<file path="src/rtl/sign_mag_decode_if.sv">
// Bundle for the sign/magnitude decoder: start/operand request plus status and result.
// Latency: n/a (wires only); timing is set by the decoder behind the slave modport.
// Backpressure: none; the master watches busy/done. ovf exists only with SIGN_MAG_OVF_EN.
interface sign_mag_decode_if;
  logic        start;
  logic [31:0] A;
  logic        busy;
  logic        done;
  logic        sign;
  logic [31:0] Mag;
`ifdef SIGN_MAG_OVF_EN
  logic        ovf;
`endif

`ifdef SIGN_MAG_OVF_EN
  modport master (output start, A, input busy, done, sign, Mag, ovf);
  modport slave  (input start, A, output busy, done, sign, Mag, ovf);
`else
  modport master (output start, A, input busy, done, sign, Mag);
  modport slave  (input start, A, output busy, done, sign, Mag);
`endif
endinterface

</file>
<file path="src/rtl/sign_mag_decode.sv">
// Sign/magnitude decoder: 32-bit two's-complement operand -> sign + magnitude (SIGN_MAG_OVF_EN adds ovf).
// Latency: 1 cycle for A[31]=0, 33 cycles for A[31]=1 (bit-serial negation, one bit per clk).
// Backpressure: none; start is only accepted in IDLE and silently ignored while busy.
module sign_mag_decode (
  input  logic             clk,
  input  logic             clr,
  sign_mag_decode_if.slave bus
);

  localparam logic [1:0] ST_IDLE  = 2'd0;
  localparam logic [1:0] ST_SHIFT = 2'd1;
  localparam logic [1:0] ST_DONE  = 2'd2;

  logic [1:0]  state;
  logic [31:0] opnd;      // operand captured at accept; A itself is don't-care afterwards
  logic        seen_one;  // a '1' has already been passed below the current bit
  logic [4:0]  bit_cnt;   // index of the bit processed in this SHIFT cycle
  logic        sign_q;
  logic [31:0] mag_q;
`ifdef SIGN_MAG_OVF_EN
  logic        ovf_q;
`endif

  logic accept;
  logic cur_bit;
  logic new_bit;

  assign accept  = (state == ST_IDLE) && bus.start;
  assign cur_bit = opnd[bit_cnt];
  // Serial negation: copy bits up to and including the first '1', invert the rest.
  assign new_bit = seen_one ? ~cur_bit : cur_bit;

  // Conversion FSM and datapath registers; clr wins over start and an in-flight SHIFT.
  always_ff @(posedge clk) begin
    if (clr) begin
      state    <= ST_IDLE;
      opnd     <= 32'd0;
      seen_one <= 1'b0;
      bit_cnt  <= 5'd0;
      sign_q   <= 1'b0;
      mag_q    <= 32'd0;
`ifdef SIGN_MAG_OVF_EN
      ovf_q    <= 1'b0;
`endif
    end else begin
      case (state)
        ST_IDLE: begin
          if (accept) begin
            opnd     <= bus.A;
            sign_q   <= bus.A[31];
            seen_one <= 1'b0;
            bit_cnt  <= 5'd0;
`ifdef SIGN_MAG_OVF_EN
            ovf_q    <= 1'b0;
`endif
            if (bus.A[31]) begin
              state <= ST_SHIFT;
            end else begin
              // Non-negative operands are already their own magnitude.
              mag_q <= bus.A;
              state <= ST_DONE;
            end
          end
        end

        ST_SHIFT: begin
          mag_q[bit_cnt] <= new_bit;
          seen_one       <= seen_one | cur_bit;
          bit_cnt        <= bit_cnt + 5'd1;
          if (bit_cnt == 5'd31) begin
            state <= ST_DONE;
`ifdef SIGN_MAG_OVF_EN
            // The most negative value has no positive counterpart: saturate and flag it.
            // This later assignment overrides the bit-31 write above.
            if (opnd == 32'h8000_0000) begin
              mag_q <= 32'h7FFF_FFFF;
              ovf_q <= 1'b1;
            end
`endif
          end
        end

        ST_DONE: begin
          state <= ST_IDLE;
        end

        default: begin
          state <= ST_IDLE;
        end
      endcase
    end
  end

  assign bus.busy = (state != ST_IDLE);
  assign bus.done = (state == ST_DONE);
  assign bus.sign = sign_q;
  assign bus.Mag  = mag_q;
`ifdef SIGN_MAG_OVF_EN
  assign bus.ovf  = ovf_q;
`endif

endmodule

</file>
<file path="src/flat_wrapper.sv">
// flat-port wrapper written by rule: the top's interface ports become plain ports
module sign_mag_decode_flat 
  (clk, clr, bus_start, bus_A, bus_busy, bus_done, bus_sign, bus_Mag);
  sign_mag_decode_if bus_i ();
  input  logic clk;
  input  logic clr;
  input wire logic [$bits(bus_i.start)-1:0] bus_start;
  input wire logic [$bits(bus_i.A)-1:0] bus_A;
  output wire logic [$bits(bus_i.busy)-1:0] bus_busy;
  output wire logic [$bits(bus_i.done)-1:0] bus_done;
  output wire logic [$bits(bus_i.sign)-1:0] bus_sign;
  output wire logic [$bits(bus_i.Mag)-1:0] bus_Mag;
  assign bus_i.start = bus_start;
  assign bus_i.A = bus_A;
  assign bus_busy = bus_i.busy;
  assign bus_done = bus_i.done;
  assign bus_sign = bus_i.sign;
  assign bus_Mag = bus_i.Mag;
  sign_mag_decode u_core (.clk(clk), .clr(clr), .bus(bus_i));
endmodule
</file>
<file path="config.mk">
export PLATFORM = sky130hd
export DESIGN_NAME = sign_mag_decode_flat
export DESIGN_NICKNAME = d
export VERILOG_FILES = /design/src/rtl/sign_mag_decode_if.sv /design/src/rtl/sign_mag_decode.sv /design/src/flat_wrapper.sv
export SDC_FILE = /design/constraint.sdc
export NUM_CORES = 1
export LEC_CHECK = 0
export ABC_CLOCK_PERIOD_IN_PS = 2600
export BUFFER_PORTS_ARGS = -buffer_cell sky130_fd_sc_hd__buf_2
export CORE_ASPECT_RATIO = 1.25
export CORE_MARGIN = 1.5
export CORE_UTILIZATION = 55
export CTS_CLUSTER_SIZE = 24
export DETAILED_ROUTE_END_ITERATION = 7
export PLACE_DENSITY = 0.91
export SLEW_MARGIN = 20
export SYNTH_ARGS = -nofsm -noshare
export SYNTH_HDL_FRONTEND = slang
export SYNTH_SLANG_ARGS = --single-unit
</file>
<file path="constraint.sdc">
create_clock -name clk -period 2.6 [get_ports clk]
set_input_delay 0.13 -clock clk [delete_from_list [all_inputs] [get_ports clk]]
set_output_delay 0.13 -clock clk [all_outputs]
set_load 0.02 [all_outputs]
</file>
**Yosys cells after proc, flatten, opt, wreduce, memory -nomap -nowiden**

Index checks and enable logic that the tools add are counted.

- Bits in registers: 73
- Logic and storage cells: 43
- Output and inout bits: 35
- Bits of input ports: 35

- Muxes and demuxes: 17
- Eq/ne operators: 6
- $lt $le $gt $ge: 2
- Bitwise operators: 2
- Reductions and logical operators: 9
- Add/sub/neg operators: 1

Operator list:

| kind | number |
|---|---|
| 2-to-1 mux 32 bit | 2 |
| one-hot mux 32 bit (2 select lines) | 1 |
| bitwise mux 32 bit | 1 |
| one-hot mux 5 bit (2 select lines) | 1 |
| less-than comparator 5 x 6 -> 1 bit (second input constant) | 1 |
| 2-to-1 mux 2 bit | 3 |
| AND reduction 2 bit | 3 |
| adder 5 x 1 -> 5 bit (second input constant) | 1 |
| binary-select mux 1 bit (select 5 bit) | 1 |
| demux 1 bit (select 5 bit) | 1 |
| equality test 5 bit (second input constant) | 1 |
| greater-or-equal comparator 5 x 1 -> 1 bit (second input constant) | 1 |
| 2-to-1 mux 5 bit | 1 |
| 2-to-1 mux 1 bit | 4 |
| inequality test 2 x 1 -> 1 bit (second input constant) | 2 |
| one-hot mux 2 bit (2 select lines) | 1 |
| nonzero test 2 bit | 2 |
| AND reduction 3 bit | 1 |
| equality test 2 x 1 -> 1 bit (second input constant) | 1 |
| equality test 2 bit (second input constant) | 1 |
| logical AND 1 bit | 2 |
| logical NOT 2 bit | 1 |
| inequality test 2 bit (second input constant) | 1 |
| one-hot mux 1 bit (2 select lines) | 1 |
| 2 further kinds | 2 |

**Logic depth before layout (Yosys ltp)**

Gate-level depths: netlist of the first run.

- Depth after elaboration: 6
- Gate-level depth with buffers: 12
- Depth with buffers taken out: 9

**Worst setup path after synthesis of the first run**

No wires, ideal clock.

- Path type: reg2reg
- Start point: reg u_core.bit_cnt[1]
- End point: reg u_core.mag_q[9] (netlist: u_core.bus.Mag[9])
- Cell stages (with the launch flop): 13
- Arrival time: 2.288 ns
- Buffers on the path: 3
- Period minus slack after synthesis: 2.369 ns
- Library setup time: 0.081 ns
- Path slack: 0.231 ns
- Data required time: 2.519 ns
- Path through: dfxtp_1 -> buf_2 -> buf_4 -> mux2i_1 -> o221ai_1 -> a22oi_1 -> o2111a_1 -> ha_1 -> inv_1 -> nor2_2 -> buf_1 -> a21oi_1 -> a211oi_2

- Word-level cells in the longest chain between the ends: 6
- Elaborated cells on any way between the ends: 11
- Classes of those cells: order compare: 2; mux: 7; bitwise: 1; reduce/logical: 1

RTL lines:

| item | line | RTL |
|---|---|---|
| from (decl) | sign_mag_decode.sv:17 | `logic [4:0] bit_cnt;` |
| from (signal assigned) | sign_mag_decode.sv:69 | `bit_cnt <= bit_cnt + 5'd1;` |
| less-than comparator 5 x 6 -> 1 bit (implied by the code), or another cell as far along | sign_mag_decode.sv:67 | `mag_q[bit_cnt] <= new_bit;` |
| logical AND 1 bit (implied by the code) / 2-to-1 mux 1 bit (equally long branches) | sign_mag_decode.sv:67, sign_mag_decode.sv:29 |  |
| 2-to-1 mux 1 bit (implied by the code) / NOT 1 bit (equally long branches) | sign_mag_decode.sv:67, sign_mag_decode.sv:31 |  |
| demux 1 bit (select 5 bit) / 2-to-1 mux 1 bit (equally long branches) | -- |  |
| bitwise mux 32 bit (*) | sign_mag_decode.sv:67 |  |
| one-hot mux 32 bit (2 select lines) (*) | sign_mag_decode.sv:46 | `case (state)` |
| to (signal assigned) | sign_mag_decode.sv:60 | `mag_q <= bus.A;` |
| to (signal, indexed assignment) | sign_mag_decode.sv:67 |  |
| to (decl) | sign_mag_decode.sv:19 | `logic [31:0] mag_q;` |

Every way passes the cells marked *; elsewhere a longest branch is shown, timed or not. The select of a mux whose other input is x is not followed.
A chain may end at the register's enable or synchronous reset.

**Final worst setup path of the first run**

- Start point: reg u_core.bit_cnt[0]
- End point: reg u_core.mag_q[19] (netlist: u_core.bus.Mag[19])

The elaborated chain is that of the path after synthesis.

==> results of run 1 <==
==> logic make-up after synthesis <==
group / after synthesis / synth area share, %
compound gates: 146 / 29.30
fa+ha+maj: 6 / 1.975
buf+inv: 44 / 6.616
flops: 72 / 37.92
mux: 18 / 4.839
simple gates: 148 / 19.35
==> routing by layer <==
layer	vias up	track usage, %	wire, µm
met5	-	0	0
met4	0	16.52	374
met3	36	5.687	487
met2	114	47.00	4989
met1	1650	29.79	3727
li1	1655	-	-
==> metrics by stage <==
stage / hold WS [ps] / area, µm² / util, % / cells / worst slack [ps]
2_1_floorplan: 266.0 / 3801 / - / 434 / 230.9
5_1_grt: 20.71 / 4370 / 66.16 / 584 / 19.42
3_5_place_dp: 393.7 / 4168 / 63.09 / 568 / 72.47
6_report: 18.23 / 4370 / 66.16 / 584 / 144.3
3_3_place_gp: 389.3 / 4168 / 63.09 / 568 / 190.4
4_1_cts: 15.76 / 4367 / 66.10 / 584 / 56.94
==> power by group <==
group | switching (µW) | total, µW | internal, µW
Combinational | 296 | 467 | 170
Sequential | 43.0 | 1220 | 1180
Clock | 414 | 907 | 493
Total | 753 | 2590 | 1840
==> layout make-up <==
cell class | count | area [µm²] | share of cell area, %
Clock inverter | 3 | 40.04 | 0.9161
Tap cell | 87 | 108.9 | 2.491
Timing Repair Buffer | 84 | 483.0 | 11.05
Clock buffer | 13 | 158.9 | 3.636
Multi-Input combinational cell | 318 | 2110 | 48.27
Inverter | 7 | 26.28 | 0.6012
Sequential cell | 72 | 1444 | 33.04
==> cells in the mapped netlist, drive strengths merged <==
| master | instances |
|---|---|
| nand3 | 4 |
| mux2i | 15 |
| mux2 | 3 |
| nor2 | 44 |
| a41oi | 1 |
| o21ai | 32 |
| and2 | 1 |
| nand3b | 10 |
| nand4 | 1 |
| or3 | 4 |
| a21oi | 67 |
| o2111a | 1 |
| a22oi | 6 |
| a211oi | 31 |
| ha | 6 |
| dfxtp | 72 |
| nand2 | 66 |
| nor4b | 1 |
| nor2b | 2 |
| clkbuf | 17 |
| nor4 | 3 |
| or4b | 1 |
| o21bai | 1 |
| inv | 7 |
| o211ai | 1 |
| or3b | 6 |
| and3 | 1 |
| nand2b | 2 |
| o221ai | 5 |
| nor3 | 2 |
| o31ai | 1 |
| dlymetal6s2s | 1 |
| buf | 19 |
==> worst paths after layout <==
path         slack [ps]  cells past startpoint               from                 end
min                  20                      3          bus_A[20]     u_core.opnd[20]
max                 140                     11  u_core.bit_cnt[0]  u_core.bus.Mag[19]
min reg2reg         460                      2     u_core.opnd[6]      u_core.opnd[6]
max reg2reg         140                     11  u_core.bit_cnt[0]  u_core.bus.Mag[19]
==> placed cells by master, fill, tap and decap left out, types with 7 or more instances in the layout <==
master    instances
a211oi_2         29
a21oi_1          67
buf_2            69
buf_4            13
clkbuf_8         11
dfxtp_1          70
inv_1             7
mux2i_1          15
nand2_1          66
nor2_1           43
o21ai_2          29
==> registers in the layout, summed over array words and instances (netlist names) <==
name,count
u_core.opnd,31
u_core.state,2
u_core.bit_cnt,5
u_core.bus.Mag,32
u_core.seen_one,1
u_core.bus.sign,1
==> critical path: cells and delay by family, from the launching register on <==
kind	cells	cell delay (ps)
adder cells (fa/ha/maj)	1	270
AO/OA/AOI/OAI	5	790
buffers and inverters	3	440
AND/OR/NAND/NOR	2	480
flip-flops	1	390
==> impl_metrics.tcl, run 1 <==
set metrics [dict create \
    status "complete, no violations" \
    crit_chain "buf_4 -> or3_1 -> o221ai_1 -> a22oi_1 -> o2111a_1 -> ha_1 -> inv_1 -> nor2_2 -> buf_12 -> a21oi_1 -> a211oi_1" \
    cts_max_level 3 \
    area_growth_pct 14.98 \
    ys_seq_area_share_pct 37.92 \
    yosysWarnings 0 \
    hold_class "in2reg" \
    period_share_pct 94.45 \
    worstPathRequired_ps 2860 \
    fmax_mhz 407.2 \
    fp.dieArea_um2 7422 \
    worst_pin_slew_ps 642.8 \
    cts_tree "yes" \
    clock_skew_ps 5.342 \
    grt_antenna_before_repair 0 \
    relSlewSlack_pct 57.15 \
    synth_top_area_share_pct 37.92 \
    drcViolationCount 0 \
    slowest_delay_ps 390 \
    grt_pass1_wl_mm 15.44 \
    gp_congestion 0.9422 \
    layout_min_cycle_time_ps 2456 \
    ys_ff_latch 72 \
    endpoint_kind "flip-flop" \
    drive_gt1_share_pct 34.81 \
    ctsRootBufferMaster "clkbuf_8" \
    ant_nets 0 \
    critPathKind "reg2reg" \
    clock_latency_ps 360 \
    p_per_area_nw_per_um2 593.2 \
    leakage_uw 0.001759 \
    syn-num-nets 475 \
    cts_resized 0 \
    grt_overflow 0 \
    grt_max_degree 73 \
    core_um2 6606 \
    drt-vias-per-instance 5.916 \
    start_util_pct 57.54 \
    path_clk_slew_ps 70 \
    grt_usage_pct 26.78 \
    cts_buffers 9 \
    cp_max_fo 31 \
    avgSynthCellArea_um2 8.758 \
    cts.path.max_buffers 2 \
    drt_first_pass_iters 4 \
    die_y_um 95.95 \
    irDropWorstVdd_mv 0.4371 \
    arrival_ps 2720 \
    wl_mm 9.579 \
    rows 33 \
    die-width_um 77.36 \
    yosys-top-cells-area "dfxtp_1 38%, a211oi_2 9.5%, a21oi_1 8.8%" \
    slew_violations 0 \
    first_global_vias 3271 \
    hold_buffers 0 \
    diodes 0 \
    wl_per_cell_um 16.40 \
    syn_inst 434 \
    grt_setup_unrepaired "false" \
    critical_path.slowest_cell "dfxtp_2" \
    finalNetCount 533 \
    max_cap_violations 0 \
    p_total_uw 2593 \
    syn_area_um2 3801 \
    vias 3455 \
    hpwl_mm 6.474 \
    post_cts_buffers 0 \
    setup.worst_path.start_class "flip-flop" \
    fill_cells 532 \
    synth_cell_types 46 \
    finalSetupTns_ps 0 \
    hold_viol 0 \
    numPortBuffers 69 \
    setup_viol 0 \
    cts_sinks 72 \
    synth_area_leader_cell "dfxtp_1" \
    first_iter_violations 210 \
    pin_count 70 \
]
Note: power is estimated with default switching activity, not from simulation.
==> run 2: changes to the inputs <==
Settings changed: REMOVE_ABC_BUFFERS from default to 1.
==> run 2 against run 1 <==
Final area is 0.57% higher. Routed wire length is 5.7% higher. Sequential cell count stayed put. Count of clock-buffer cells in the layout stayed put. Sequential power hardly changed. Critical path type unchanged. Register-to-register slack worse by 110 ps. Critical path depth is 1 lower. Global-route usage is 0.65 points higher. Combinational power hardly changed.
==> impl_metrics.tcl, run 2 (synthesis results as in run 1) <==
set metrics [dict create \
    ctsRootBufferMaster "clkbuf_8" \
    diodes 0 \
    start_util_pct 57.54 \
    ant_nets 0 \
    dpl_cell_area_um2 4160 \
    leakage_uw 0.001761 \
    core_um2 6606 \
    hold_class "in2reg" \
    cts_resized 2 \
    whs_ps 32.21 \
    vias 3538 \
    hold_viol 0 \
    finalNetCount 532 \
    drt_first_pass_iters 7 \
    holdPathStages 3 \
    irDropWorstVdd_mv 0.3822 \
    hold_buffers 0 \
    cp_max_fo 19 \
    arrival_ps 2820 \
    numPortBuffers 69 \
    wl_mm 10.12 \
    grt_pass1_wl_mm 15.93 \
    layout_min_cycle_time_ps 2563 \
    worst_pin_slew_ps 806.5 \
    path_clk_slew_ps 80 \
    critPathKind "reg2reg" \
    wl_per_cell_um 17.36 \
    fp.dieArea_um2 7422 \
    rr_worst_depth 10 \
    grt_usage_pct 27.44 \
    area_growth_pct 15.64 \
    grt_max_degree 43 \
    rows 33 \
    final_common_cell "buf_2" \
    p_per_area_nw_per_um2 607.5 \
    worstPathRequired_ps 2860 \
    max_cap_violations 0 \
    drt-vias-per-instance 6.069 \
    setup_viol 0 \
    first_iter_violations 308 \
    drive_gt1_share_pct 35.28 \
    post_cts_buffers 0 \
    largest_reg_flops 32 \
    cts.path.max_buffers 2 \
    gp_congestion 0.8917 \
    layoutNonFillerInstCount 583 \
    p_total_uw 2670 \
    status "complete, no violations" \
    hpwl_mm 6.691 \
    grt_antenna_before_repair 0 \
    cts_sinks 72 \
    cts_buffers 9 \
    pin_count 70 \
    relSlewSlack_pct 46.23 \
    finalSetupTns_ps 0 \
    die-width_um 77.36 \
    slew_violations 0 \
    endpoint_kind "flip-flop" \
    final_cell_mix "69 x buf_2, 67 x a21oi_1, 67 x dfxtp_1, 66 x nand2_1, 43 x nor2_1" \
    setup.worst_path.start_class "flip-flop" \
    cts_tree "yes" \
    drcViolationCount 0 \
    finalInstanceArea_um2 4395 \
    first_global_vias 3300 \
    dpl.cell_count 567 \
    clock_skew_ps 10.02 \
    die_y_um 95.95 \
    fmax_mhz 390.1 \
    clock_latency_ps 350 \
    grt_overflow 0 \
    cts_max_level 3 \
    period_share_pct 98.59 \
]
run 2: cell count changes in the layout (fill, tap and decap cells not counted), sizes merged:
cell,change
buf,-1
bufinv,+1
clkinv,-1
run 2: power by group:
group / switching (µW) / internal [µW]
clock network: 409 / 567
registers: 48.7 / 1180
logic: 299 / 171
run 2: per-stage QoR:
step           worst slack (ps)  utilization, %
2_1_floorplan            -276.3               -
3_3_place_gp              208.4           62.97
3_5_place_dp             -64.35           62.97
4_1_cts                   2.782           66.25
5_1_grt                  -20.05           66.53
6_report                  36.62           66.53
run 2: final timing paths:
path	slack, ps	from	endpoint
setup / recovery	40	u_core.bit_cnt[2]	u_core.bus.Mag[19]
hold / removal	30	bus_A[25]	u_core.opnd[25]
setup reg to reg	40	u_core.bit_cnt[2]	u_core.bus.Mag[19]
hold reg to reg	460	u_core.opnd[16]	u_core.opnd[16]
run 2: critical path, cell delays in order, from the launching register on:
cell	delay [ps]
dfxtp_2	440
or3b_2	470
o221ai_1	210
a22oi_1	120
o2111a_1	150
ha_1	270
inv_1	60
nor2_2	150
buf_6	220
a21oi_1	90
a211oi_2	280
run 2: layout make-up:
class	instances	area (µm²)
fill	501	2211
multi-input combinational	318	2120
sequential	72	1448
timing repair buffer	83	479.2
clock buffer	13	148.9
tap	87	108.9
clock inverter	3	65.06
inverter	7	26.28
run 2: layer usage:
| metal | share of wire, % | vias up | global-route usage (%) |
|---|---|---|---|
| met1 | 40 | 1673 | 33.02 |
| met2 | 50 | 177 | 46.49 |
| met4 | 3.8 | 0 | 16.67 |
| li1 | - | 1651 | - |
| met5 | 0 | - | 0 |
| met3 | 6.2 | 37 | 4.076 |
==> run 3: changes to the inputs <==
Settings changed: CORE_ASPECT_RATIO 1.25 to 0.5.
==> run 3 against run 2 <==
The flow now finishes with violations (setup timing). Core utilization rose by 1.2 points. Sequential share of layout area decreased by 0.75 points. Die area increased by 0.37%. Worst hold slack gained 0.72 ps. Highest routed layer unchanged. Largest cell class unchanged.
==> impl_metrics.tcl, run 3 (synthesis results as in run 1) <==
set metrics [dict create \
    status "complete, but fails checks" \
    violations "setup timing" \
    setup.worst_path.start_class "flip-flop" \
    hold_viol 0 \
    pin_count 70 \
    grt_pass1_wl_mm 16.44 \
    top_layer "met4" \
    hold_buffers 0 \
    layoutNonFillerInstCount 594 \
    crit_family "compound AO/OA/AOI/OAI gates" \
    hold_path_end "u_core.opnd[26]" \
    max_cap_violations 0 \
    largest_reg_flops 32 \
    irDropWorstVdd_mv 0.3740 \
    cp_max_fo 17 \
    first_iter_violations 469 \
    grt_max_degree 37 \
    endpoint_kind "flip-flop" \
    dpl.cell_count 576 \
    final_cell_mix "69 x buf_2, 67 x a21oi_1, 67 x dfxtp_1, 66 x nand2_1, 43 x nor2_1" \
    crit_buf_inv 2 \
    grt_antenna_before_repair 0 \
    relSlewSlack_pct 55.83 \
    dr_wl_met2_mm 4.876 \
    clock_latency_ps 350 \
    cts_tree "yes" \
    cts.path.max_buffers 2 \
    cts_buffers 9 \
    core_um2 6674 \
    rr_startpoint "u_core.bit_cnt[3]" \
    fp.dieArea_um2 7449 \
    period_share_pct 105.4 \
    fill_cells 475 \
    vias 3780 \
    fmax_mhz 365.0 \
    setup_viol 31 \
    route.met3.wl_mm 1.274 \
    layout_min_cycle_time_ps 2740 \
    r2r-end "u_core.bus.Mag[3]" \
    numPortBuffers 69 \
    cts_max_level 3 \
    dpl_cell_area_um2 4184 \
    clock_skew_ps 7.878 \
    die_y_um 61.79 \
    gp_congestion 0.9916 \
    rr_worst_depth 10 \
    hold_class "in2reg" \
    drive_gt1_share_pct 37.05 \
    reg2reg_slack_ps -140 \
    drt-vias-per-instance 6.364 \
    cts_sinks 72 \
    final_common_cell "buf_2" \
    area_growth_pct 18.96 \
    critical_path.slowest_cell "or3b_2" \
    drt_first_pass_iters 8 \
    ctsRootBufferMaster "clkbuf_16" \
    worstHoldStart "bus_A[26]" \
    grt_setup_unrepaired "true" \
    drcViolationCount 0 \
    leakage_uw 0.001817 \
    crit_chain "or3b_2 -> o221ai_1 -> a22oi_1 -> o2111a_1 -> ha_1 -> inv_1 -> nor2_4 -> clkbuf_4 -> a21oi_1 -> a211oi_2" \
    start_util_pct 56.96 \
    finalInstanceArea_um2 4522 \
    rows 21 \
    worst_pin_slew_ps 662.6 \
    wl_mm 11.21 \
    fin_ws_ps -139.8 \
    hpwl_mm 6.435 \
    slew_violations 0 \
    holdPathStages 3 \
    critPathKind "reg2reg" \
    finalNetCount 538 \
    met1_length_mm 4.441 \
    die-width_um 120.6 \
    first_global_vias 3198 \
    grt_overflow 0 \
    post_cts_buffers 0 \
    p_per_area_nw_per_um2 635.1 \
    wl_per_cell_um 18.88 \
    grt_usage_pct 28.86 \
    final_util_pct 67.75 \
    worstPathRequired_ps 2870 \
    arrival_ps 3010 \
    ant_nets 0 \
    diodes 0 \
    path_clk_slew_ps 60 \
    slowest_delay_ps 490 \
]
[run 3: stage by stage]
| step | setup TNS [ps] | setup WS, ps | power, µW | hold slack, ps |
|---|---|---|---|---|
| 2_1_floorplan | -8530 | -276.3 | 1533 | 194.6 |
| 3_3_place_gp | 0 | 162.5 | 1683 | 385.9 |
| 3_5_place_dp | 0 | 59.84 | 1702 | 391.0 |
| 4_1_cts | 0 | 14.73 | 2846 | 38.73 |
| 5_1_grt | -2667 | -119.0 | 2966 | 46.36 |
| 6_report | -2865 | -139.8 | 2872 | 32.93 |
[run 3: worst register-to-register path, stage by stage, from the launching register on]
cell      delay [ps]
dfxtp_2          420
or3b_2           490
o221ai_1         300
a22oi_1          170
o2111a_1         150
ha_1             300
inv_1             90
nor2_4           200
clkbuf_4         250
a21oi_1           70
a211oi_2         230
[run 3: how the worst max path moves through the flow]
stage               cells after the start              start  slack (ps)                  to
floorplan                               9  u_core.bit_cnt[2]        -280   u_core.bus.Mag[0]
global placement                       10  u_core.bit_cnt[4]         160  u_core.bus.Mag[15]
detailed placement                     10  u_core.bit_cnt[0]          60  u_core.bus.Mag[27]
CTS                                    11  u_core.bit_cnt[1]          10  u_core.bus.Mag[17]
global route                           10  u_core.bit_cnt[3]        -120   u_core.bus.Mag[4]
finish                                 10  u_core.bit_cnt[3]        -140   u_core.bus.Mag[3]
[run 3: what timing repair did]
action	CTS	global route
cloned	0	2
endpoints found under the hold margin	0	0
endpoints found under the setup margin	16	31
resized for setup	4	12
pin swaps	0	1
[run 3: cell type report]
class / instances / area (µm²) / area share [%]
inverter: 7 / 26.28 / 0.5811
clock buffer: 9 / 225.2 / 4.981
sequential: 72 / 1455 / 32.18
timing repair buffer: 89 / 515.5 / 11.40
clock inverter: 7 / 55.05 / 1.217
tap: 92 / 115.1 / 2.546
multi-input combinational: 318 / 2130 / 47.09
[run 3: layer usage]
metal  up-vias  global-route usage (%)
met5         -                       0
met1      1758                   37.56
met3        75                   8.120
met2       285                   45.94
met4         0                   13.28
li1       1662                       -
[run 3: power by group]
part / internal, µW / switching [µW]
combinational: 172 / 311
sequential: 1170 / 48.4
clock: 653 / 512
